**config.mk**
```make
export PLATFORM = sky130hd
export DESIGN_NAME = mtl_sprite_display
export DESIGN_NICKNAME = d
export VERILOG_FILES = /design/src/rtl/mtl_sprite_display.sv
export SDC_FILE = /design/constraint.sdc
export NUM_CORES = 2
export LEC_CHECK = 0
export CORE_ASPECT_RATIO = 1.75
export CORE_UTILIZATION = 55
export CTS_CLUSTER_SIZE = 28
export DETAILED_ROUTE_END_ITERATION = 7
export GPL_TIMING_DRIVEN = 0
export PLACE_DENSITY = 0.74
export SYNTH_ARGS = -nofsm -noshare
export SYNTH_HDL_FRONTEND = slang
export SYNTH_SLANG_ARGS = --single-unit
```
**constraint.sdc**
```tcl
create_clock -name iCLK -period 15.4 [get_ports iCLK]
set_clock_uncertainty 0.2 [all_clocks]
set_input_delay 2.31 -clock iCLK [delete_from_list [all_inputs] [get_ports iCLK]]
set_output_delay 2.31 -clock iCLK [all_outputs]
set_load 0.1 [all_outputs]
```
**src/rtl/mtl_sprite_display.sv**
```systemverilog
// MTL panel timing generator and sprite compositor.
// Counters produce HD/VD and frame pulses; N_SPR sprites (square or disc)
// are drawn over an SDRAM-streamed background, with per-frame overlap flags.
// The pixel for x_cnt is computed one cycle early (x_cnt-1) and registered,
// so the colour lands exactly on x_cnt. SDRAM data requested at x_cnt-2
// arrives during that compute cycle.
module mtl_sprite_display #(
  parameter int          H_LINE   = 1056,
  parameter int          V_LINE   = 525,
  parameter int          H_BLANK  = 46,
  parameter int          H_FRONT  = 210,
  parameter int          V_BLANK  = 23,
  parameter int          V_FRONT  = 22,
  parameter int          N_SPR    = 8,
  parameter int          HALF     = 20,
  parameter logic [23:0] LOAD_RGB = 24'h0000FF
) (
  input  logic                  iCLK,
  input  logic                  iRST_n,
  input  logic                  iLoading,
  input  logic [10*N_SPR-1:0]   iX,
  input  logic [9*N_SPR-1:0]    iY,
  input  logic [N_SPR-1:0]      iEN,
  input  logic [N_SPR-1:0]      iSHAPE,
  input  logic [24*N_SPR-1:0]   iCOLOR,
  input  logic [31:0]           iREAD_DATA,
  output logic                  oREAD_EN,
  output logic                  oNew_Frame,
  output logic                  oEnd_Frame,
  output logic                  oHD,
  output logic                  oVD,
  output logic [7:0]            oLCD_R,
  output logic [7:0]            oLCD_G,
  output logic [7:0]            oLCD_B,
  output logic [N_SPR-1:0]      oCollide
);

  localparam int H_ACT = H_LINE - H_BLANK - H_FRONT;
  localparam int V_ACT = V_LINE - V_BLANK - V_FRONT;
  localparam int XW    = $clog2(H_LINE);
  localparam int YW    = $clog2(V_LINE);

  localparam logic [XW-1:0] X_LAST = XW'(H_LINE - 1);
  localparam logic [YW-1:0] Y_LAST = YW'(V_LINE - 1);
  localparam logic [XW-1:0] X_EF   = XW'(H_LINE - H_FRONT);
  localparam logic [YW-1:0] Y_EF   = YW'(V_LINE - V_FRONT - 1);
  localparam logic [XW-1:0] X_RD0  = XW'(H_BLANK - 2);
  localparam logic [XW-1:0] X_RD1  = XW'(H_BLANK + H_ACT - 3);
  localparam logic [XW-1:0] X_PX0  = XW'(H_BLANK - 1);
  localparam logic [XW-1:0] X_PX1  = XW'(H_BLANK + H_ACT - 2);
  localparam logic [YW-1:0] Y_A0   = YW'(V_BLANK);
  localparam logic [YW-1:0] Y_A1   = YW'(V_BLANK + V_ACT - 1);
  localparam logic [11:0]   HALF_A = 12'(HALF);
  localparam logic [23:0]   HALF_SQ = 24'(HALF * HALF);

  typedef enum logic [1:0] {WHITE, LOADING, SHOW} state_t;

  // state is the FSM observation point for checkers
  state_t              state, state_nxt;
  logic [XW-1:0]       x_cnt;
  logic [YW-1:0]       y_cnt;
  logic                new_frame, y_active, pix_on, any_hit, multi;
  logic signed [11:0]  px, py;
  logic [N_SPR-1:0]    hit, acc;
  logic [23:0]         spr_col, pix_nxt;
  logic [9:0]          sh_x   [N_SPR];
  logic [8:0]          sh_y   [N_SPR];
  logic [23:0]         sh_col [N_SPR];
  logic [N_SPR-1:0]    sh_en, sh_shape;
  logic                unused_rd_hi;

  assign unused_rd_hi = ^iREAD_DATA[31:24];

  // Line/frame counters
  always_ff @(posedge iCLK or negedge iRST_n) begin
    if (!iRST_n) begin
      x_cnt <= '0;
      y_cnt <= '0;
    end else if (x_cnt == X_LAST) begin
      x_cnt <= '0;
      y_cnt <= (y_cnt == Y_LAST) ? '0 : y_cnt + 1'b1;
    end else begin
      x_cnt <= x_cnt + 1'b1;
    end
  end

  assign new_frame  = (x_cnt == '0) && (y_cnt == '0) && iRST_n;
  assign y_active   = (y_cnt >= Y_A0) && (y_cnt <= Y_A1);
  assign pix_on     = y_active && (x_cnt >= X_PX0) && (x_cnt <= X_PX1);
  assign oHD        = (x_cnt != '0);
  assign oVD        = (y_cnt != '0);
  assign oNew_Frame = new_frame;
  assign oEnd_Frame = (x_cnt == X_EF) && (y_cnt == Y_EF);
  assign oREAD_EN   = (state == SHOW) && y_active && (x_cnt >= X_RD0) && (x_cnt <= X_RD1);

  // Coordinates of the pixel that will be shown on the next clock
  assign px = $signed(12'(x_cnt) - 12'(H_BLANK - 1));
  assign py = $signed(12'(y_cnt) - 12'(V_BLANK));

  // FSM state register
  always_ff @(posedge iCLK or negedge iRST_n) begin
    if (!iRST_n) state <= WHITE;
    else         state <= state_nxt;
  end

  // FSM next state: loading moves on at once, leaving it waits for a frame start
  always_comb begin
    state_nxt = state;
    case (state)
      WHITE:   if (iLoading) state_nxt = LOADING;
      LOADING: if (new_frame && !iLoading) state_nxt = SHOW;
      SHOW:    if (new_frame && iLoading) state_nxt = LOADING;
      default: state_nxt = WHITE;
    endcase
  end

  // Shadow sprite attributes, captured only at frame start
  always_ff @(posedge iCLK or negedge iRST_n) begin
    if (!iRST_n) begin
      sh_en    <= '0;
      sh_shape <= '0;
      for (int i = 0; i < N_SPR; i++) begin
        sh_x[i]   <= '0;
        sh_y[i]   <= '0;
        sh_col[i] <= '0;
      end
    end else if (new_frame) begin
      sh_en    <= iEN;
      sh_shape <= iSHAPE;
      for (int i = 0; i < N_SPR; i++) begin
        sh_x[i]   <= iX[10*i +: 10];
        sh_y[i]   <= iY[9*i +: 9];
        sh_col[i] <= iCOLOR[24*i +: 24];
      end
    end
  end

  // Per-sprite hit test; no wrap, so off-screen parts simply never match
  for (genvar g = 0; g < N_SPR; g++) begin : g_hit
    logic signed [11:0] dx, dy;
    logic [11:0]        adx, ady;
    logic [23:0]        d2;
    assign dx  = px - $signed({2'b00, sh_x[g]});
    assign dy  = py - $signed({3'b000, sh_y[g]});
    assign adx = dx[11] ? -dx : dx;
    assign ady = dy[11] ? -dy : dy;
    assign d2  = {12'd0, adx} * {12'd0, adx} + {12'd0, ady} * {12'd0, ady};
    assign hit[g] = sh_en[g] && (sh_shape[g] ? (d2 < HALF_SQ)
                                             : ((adx < HALF_A) && (ady < HALF_A)));
  end

  assign any_hit = |hit;
  assign multi   = |(hit & (hit - 1'b1));

  // Priority mux: lowest sprite index wins
  always_comb begin
    spr_col = '0;
    for (int i = N_SPR - 1; i >= 0; i--) begin
      if (hit[i]) spr_col = sh_col[i];
    end
  end

  // Next pixel colour by display mode
  always_comb begin
    pix_nxt = '0;
    if (pix_on) begin
      case (state)
        WHITE:   pix_nxt = 24'hFFFFFF;
        LOADING: pix_nxt = LOAD_RGB;
        SHOW:    pix_nxt = any_hit ? spr_col : iREAD_DATA[23:0];
        default: pix_nxt = '0;
      endcase
    end
  end

  // Registered colour outputs
  always_ff @(posedge iCLK or negedge iRST_n) begin
    if (!iRST_n) {oLCD_R, oLCD_G, oLCD_B} <= '0;
    else         {oLCD_R, oLCD_G, oLCD_B} <= pix_nxt;
  end

  // Sticky overlap accumulator, published and cleared at frame start
  always_ff @(posedge iCLK or negedge iRST_n) begin
    if (!iRST_n) begin
      acc      <= '0;
      oCollide <= '0;
    end else if (new_frame) begin
      oCollide <= acc;
      acc      <= '0;
    end else if ((state == SHOW) && pix_on && multi) begin
      acc <= acc | hit;
    end
  end

endmodule

```
### Yosys cells after proc, flatten, opt, wreduce, memory -nomap -nowiden

Cells that the tools add are included.
W data, S select, Z words.

| word-level totals | value |
|---|---|
| register bits after elaboration | 423 |
| bits of input ports | 395 |
| output and inout port bits | 37 |

| operators by class | value |
|---|---|
| $add $sub $neg | 45 |
| multipliers | 16 |
| $lt $le $gt $ge | 30 |
| eq/ne operators | 9 |
| mux-type cells | 43 |
| bitwise operators | 2 |
| reduce and logical (&&, ||, !) cells | 39 |

Operator list:

| kind | count |
|---|---|
| $mul A12 B12 Y24 | 16 |
| $mux W24 | 10 |
| $add A24 B24 Y24 | 8 |
| $lt A12 B5 Y1 const B | 16 |
| $lt A24 B9 Y1 const B | 8 |
| $mux W12 | 16 |
| $neg A12 Y12 | 16 |
| $sub A11 B10 Y12 | 8 |
| $sub A12 B11 Y12 | 8 |
| $pmux W24 S3 | 1 |
| $logic_and A1 B1 Y1 | 29 |
| $ge A11 B6 Y1 const B | 2 |
| $le A11 B10 Y1 const B | 2 |
| $mux W8 | 2 |
| $reduce_or A8 Y1 | 2 |
| $sub A11 B6 Y12 const B | 1 |
| $add A11 B1 Y11 const B | 1 |
| $eq A11 B10 Y1 const B | 1 |
| $eq A11 B11 Y1 const B | 1 |
| $logic_not A11 Y1 | 1 |
| $mux W11 | 1 |
| $reduce_bool A11 Y1 | 1 |
| $sub A10 B5 Y11 const B | 1 |
| $add A10 B1 Y10 const B | 1 |
| other kinds (20) | 31 |

### Logic depth before layout (Yosys ltp)

| logic depth | value |
|---|---|
| depth in word-level cells | 20 |
| depth in mapped cells | 49 |
| gate-level depth less buffers | 43 |

### Worst setup path after synthesis

Ideal clock, no wire load.

| path | value |
|---|---|
| kind | flip-flop to flip-flop |
| from | register y_cnt[0] |
| to | register oLCD_R[4] |
| arrival | 11.589 ns |
| slack | 3.467 ns |
| stages on the path, launching flop included | 43 |
| path buffers | 4 |
| period minus slack after synthesis | 11.933 ns |
| cells stage by stage | dfrtp_1 > ha_1 > a21o_1 > and2_1 > clkbuf_1 > nor2_1 > ha_1 > a21o_1 > mux2_2 > a311oi_1 > o2111ai_1 > or2_2 > o31ai_1 > xnor2_1 > clkbuf_1 > or2_2 > fa_1 > inv_1 > [7 not listed] > inv_1 > fa_1 > inv_1 > ha_1 > a41oi_1 > o21a_1 > a21boi_0 > o21ai_0 > nor3b_1 > o21ai_0 > nand4b_1 > or4b_1 > a21bo_2 > buf_2 > buf_2 > mux2_2 > a221oi_1 > a21oi_1 |

| between the ends | value |
|---|---|
| cells in the longest elaborated chain, start to end | 20 |
| elaborated cells on any way between the ends | 98 |
| those cells by class | 25 x add/sub; 8 x mul; 18 x order compare; 27 x mux; 20 x reduce/logical |

RTL lines:

| what | RTL line | text |
|---|---|---|
| start: declaration | 61 | `logic [YW-1:0] y_cnt;` |
| start signal: assignment | 81 | `y_cnt <= (y_cnt == Y_LAST) ? '0 : y_cnt + 1'b1;` |
| $sub A10 B5 Y11 | 98 | `assign py = $signed(12'(y_cnt) - 12'(V_BLANK));` |
| $sub A11 B10 Y12 | 144 | `assign dy = py - $signed({3'b000, sh_y[g]});` |
| $neg A12 Y12 | 146 | `assign ady = dy[11] ? -dy : dy;` |
| $mux W12 | 146 |  |
| $mul A12 B12 Y24 | 147 | `assign d2 = {12'd0, adx} * {12'd0, adx} + {12'd0, ady} * {12'd0, ady};` |
| $add A24 B24 Y24 | 147 |  |
| $lt A24 B9 Y1 | 148 | `assign hit[g] = sh_en[g] && (sh_shape[g] ? (d2 < HALF_SQ)` |
| $mux W1 | 148 |  |
| $logic_and A1 B1 Y1 | 148 |  |
| $mux W24 (8 in a row) | 159 | `if (hit[i]) spr_col = sh_col[i];` |
| $mux W24 | 170 | `SHOW: pix_nxt = any_hit ? spr_col : iREAD_DATA[23:0];` |
| $pmux W24 S3 | 167 | `case (state)` |
| $mux W24 (*) | 166 | `if (pix_on) begin` |
| via pix_nxt[20] | 65 | `logic [23:0] spr_col, pix_nxt;` |
| end signal: assignment | 179 | `else {oLCD_R, oLCD_G, oLCD_B} <= pix_nxt;` |
| end: declaration | 32 | `output logic [7:0] oLCD_R,` |

The timed path passes the listed nets; every way through them passes the cells marked *.
A chain may end at the register's enable or synchronous reset.

### Worst setup path in the final report

Same ends and word-level chain as after synthesis.

==> impl_metrics.ini <==
[run_status]
status = finished with violations
violations = max-capacitance violations, max-slew violations

[route]
firstDrtPassIters = 8
drtIter0Drc = 5939
drt-wirelength-per-cell_um = 22.8
dr_total_vias = 82507
drt-total-wl_um = 322000
drc_errors = 0
ant_nets = 0
post_drt_via_cell_ratio = 5.84

[timing]
final-hold-violation-count = 0
rsz0062_at_grt = no
fmaxAchievable_ghz = 0.0662
setup_viol = 0
fin_ws_ns = 0.288
slew_headroom_pct = -4.31
tightest_slew_ns = 1.55
drv_slew = 21
period_minus_slack_ns = 15.11
period_share_pct = 98.1

[critical_path]
worst-path-max-fanout = 16
crit_path_end = oLCD_R[4]
cp_common_cell = fa_1
critPathArrivalTime_ns = 15.45
reg2reg_to = oLCD_R[4]
crit_slowest_cell = xor2_1
r2r-start = y_cnt[0]
r2r_cells = 42
crit_start = y_cnt[0]
cp_top_family = adder cells
rrSetupSlack_ns = 0.29
crit_buf_inv = 9
path_class = flop to flop
cp_slowest_stage_delay_ns = 0.74
cp-start-kind = flop
cp.depth = 42
worstPathRequired_ns = 15.73
end_kind = flop

[yosys]
synth_common_cells = inv_1, fa_1, nand2_1
synthAdderAreaFrac_pct = 45.9
netlist_area_um2 = 95800
muxShareOfSynthArea_pct = 0.788
ys_top_cells_by_area = fa_1, ha_1, dfrtp_1
synth_top_family_by_area = adder cells
synth_edf_count = 0
yosysWarnings = 0
async_reset_ff_share_pct = 100
synth_xor_area_share_pct = 3.54
synth_cells = 11142
yosysTopAreaCell = fa_1
synth_cell_types = 114
synth-seq-cells = 423
synth.yosys.seq_area_share_pct = 11.0
synth_most_common_cell = inv_1
avgSynthCellArea_um2 = 8.60
synthFlopType = dfrtp_1
synth_compound_gate_area_share_pct = 11.7
netlist.area_leader.share_pct = 33.5
yosys.area_share.simple_pct = 16.1

[cts]
clockRootBuffer = clkbuf_16
cts_max_path_buffers = 3
ctsHoldBuffers = 0
insertion_delay_ns = 0.70
cts_tree = yes
path_clk_slew_ns = 0.06
clock-sinks = 423
h-tree-depth = 2
cts-buffers-inserted = 48

[grt]
grt_usage_pct = 36.9
grt_pass1_vias = 88245
overflow = 0
antenna_found_initial = 23
grt_pass1_wl_um = 492000
grt_max_degree = 125

[place]
hpwl_um = 275000
gp_congestion = 1.04
portBuffers = 423
dp_slack_ns = -1.20

[floorplan]
ios = 432
fp.coreArea_um2 = 173000
die_y_um = 554
die_w_um = 317
die_area_um2 = 176000
start_util_pct = 55.3
row_count = 202

[job]
drv_cap = 3

[layout]
final_layout_size_suffix_gt1_share_pct = 3.93
area_growth_pct = 11.1
layout.nets = 14776
n_fill_cell = 15283

[worst_hold_path]
min_path_type = flop to flop
## cells by family after synthesis
logic type	after synthesis
AND/OR/NAND/NOR	3303
buffers and inverters	2763
adder cells (fa/ha/maj)	2553
AO/OA/AOI/OAI	1640
flip-flops	423
XOR/XNOR	386
multiplexers	72
other	2
## flip-flops by register name, indices dropped and copies added, names as in the netlist, 8 cells and up
signal    count
y_cnt        10
sh_en         8
sh_x         80
oLCD_R        8
oLCD_B        8
sh_shape      8
oLCD_G        8
acc           8
sh_y         72
sh_col      192
x_cnt        11
oCollide      8
## cells in the final DEF, fill, tap and decap left out, drive strengths merged, types with 142 or more instances in the layout
cell type / count
clkdlybuf4s50: 421
inv: 2419
nor2: 922
ha: 948
xnor2: 240
o21ai: 388
conb: 186
fa: 1602
a21o: 149
nand2: 1233
nor3: 142
nand3: 149
a21oi: 293
dfrtp: 423
xor2: 146
clkbuf: 355
## layer usage
layer / vias up / GRT usage, % / wire length [um]
li1: 36746 / - / -
met1: 40930 / 40.3 / 109000
met2: 3554 / 63.4 / 157000
met3: 1265 / 6.22 / 24500
met4: 12 / 29.5 / 31200
met5: - / 0 / 67
## timing repair
item | CTS | global route
pin swaps | 0 | 1
gates cloned | 0 | 0
gates resized for setup | 21 | 57
buffers inserted | 0 | 2
endpoints found under the setup margin | 28 | 26
## through the flow
step / utilization, % / std cells / cell area (um^2) / hold slack [ns] / TNS, ns
final: 61.5 / 14128 / 106000 / 0.266 / 0
after global routing: 61.5 / 14122 / 106000 / 0.283 / 0
after CTS: 61.3 / 14113 / 106000 / 0.263 / 0
after detailed placement: 60.2 / 14027 / 104000 / 0.249 / -18.18
after global placement: 59.8 / 13993 / 104000 / 0.247 / -5208.65
after floorplan: - / 11326 / 96500 / 0.231 / 0
## cell type report
class | instances | area (um^2) | area share, %
Clock inverter | 30 | 518 | 0.487
Inverter | 2426 | 9110 | 8.56
Clock buffer | 58 | 1290 | 1.21
Buffer | 333 | 1330 | 1.25
Tap cell | 2244 | 2810 | 2.64
Sequential cell | 423 | 10600 | 9.95
Multi-Input combinational cell | 8140 | 76000 | 71.4
Timing Repair Buffer | 459 | 4760 | 4.48
Antenna cell | 15 | 37.5 | 0.0353
## worst min path at each step
stage,slack (ns),cells after the start,startpoint,to
final,0.27,2,sh_col[14],sh_col[14]
after global routing,0.28,2,sh_col[13],sh_col[13]
after CTS,0.26,2,sh_col[14],sh_col[14]
after detailed placement,0.25,2,sh_col[14],sh_col[14]
after global placement,0.25,2,sh_col[13],sh_col[13]
after floorplan,0.23,2,sh_col[10],sh_col[10]
## worst min-delay path, cell delays in order, from the launching register on
cell and delay [ns]:
dfrtp_1 0.34, nand2_1 0.05, nand2_1 0.05
Power is left out: the tool's default activity adds up to more than one toggle a clock period on the data nets, which glitch-free logic cannot reach.
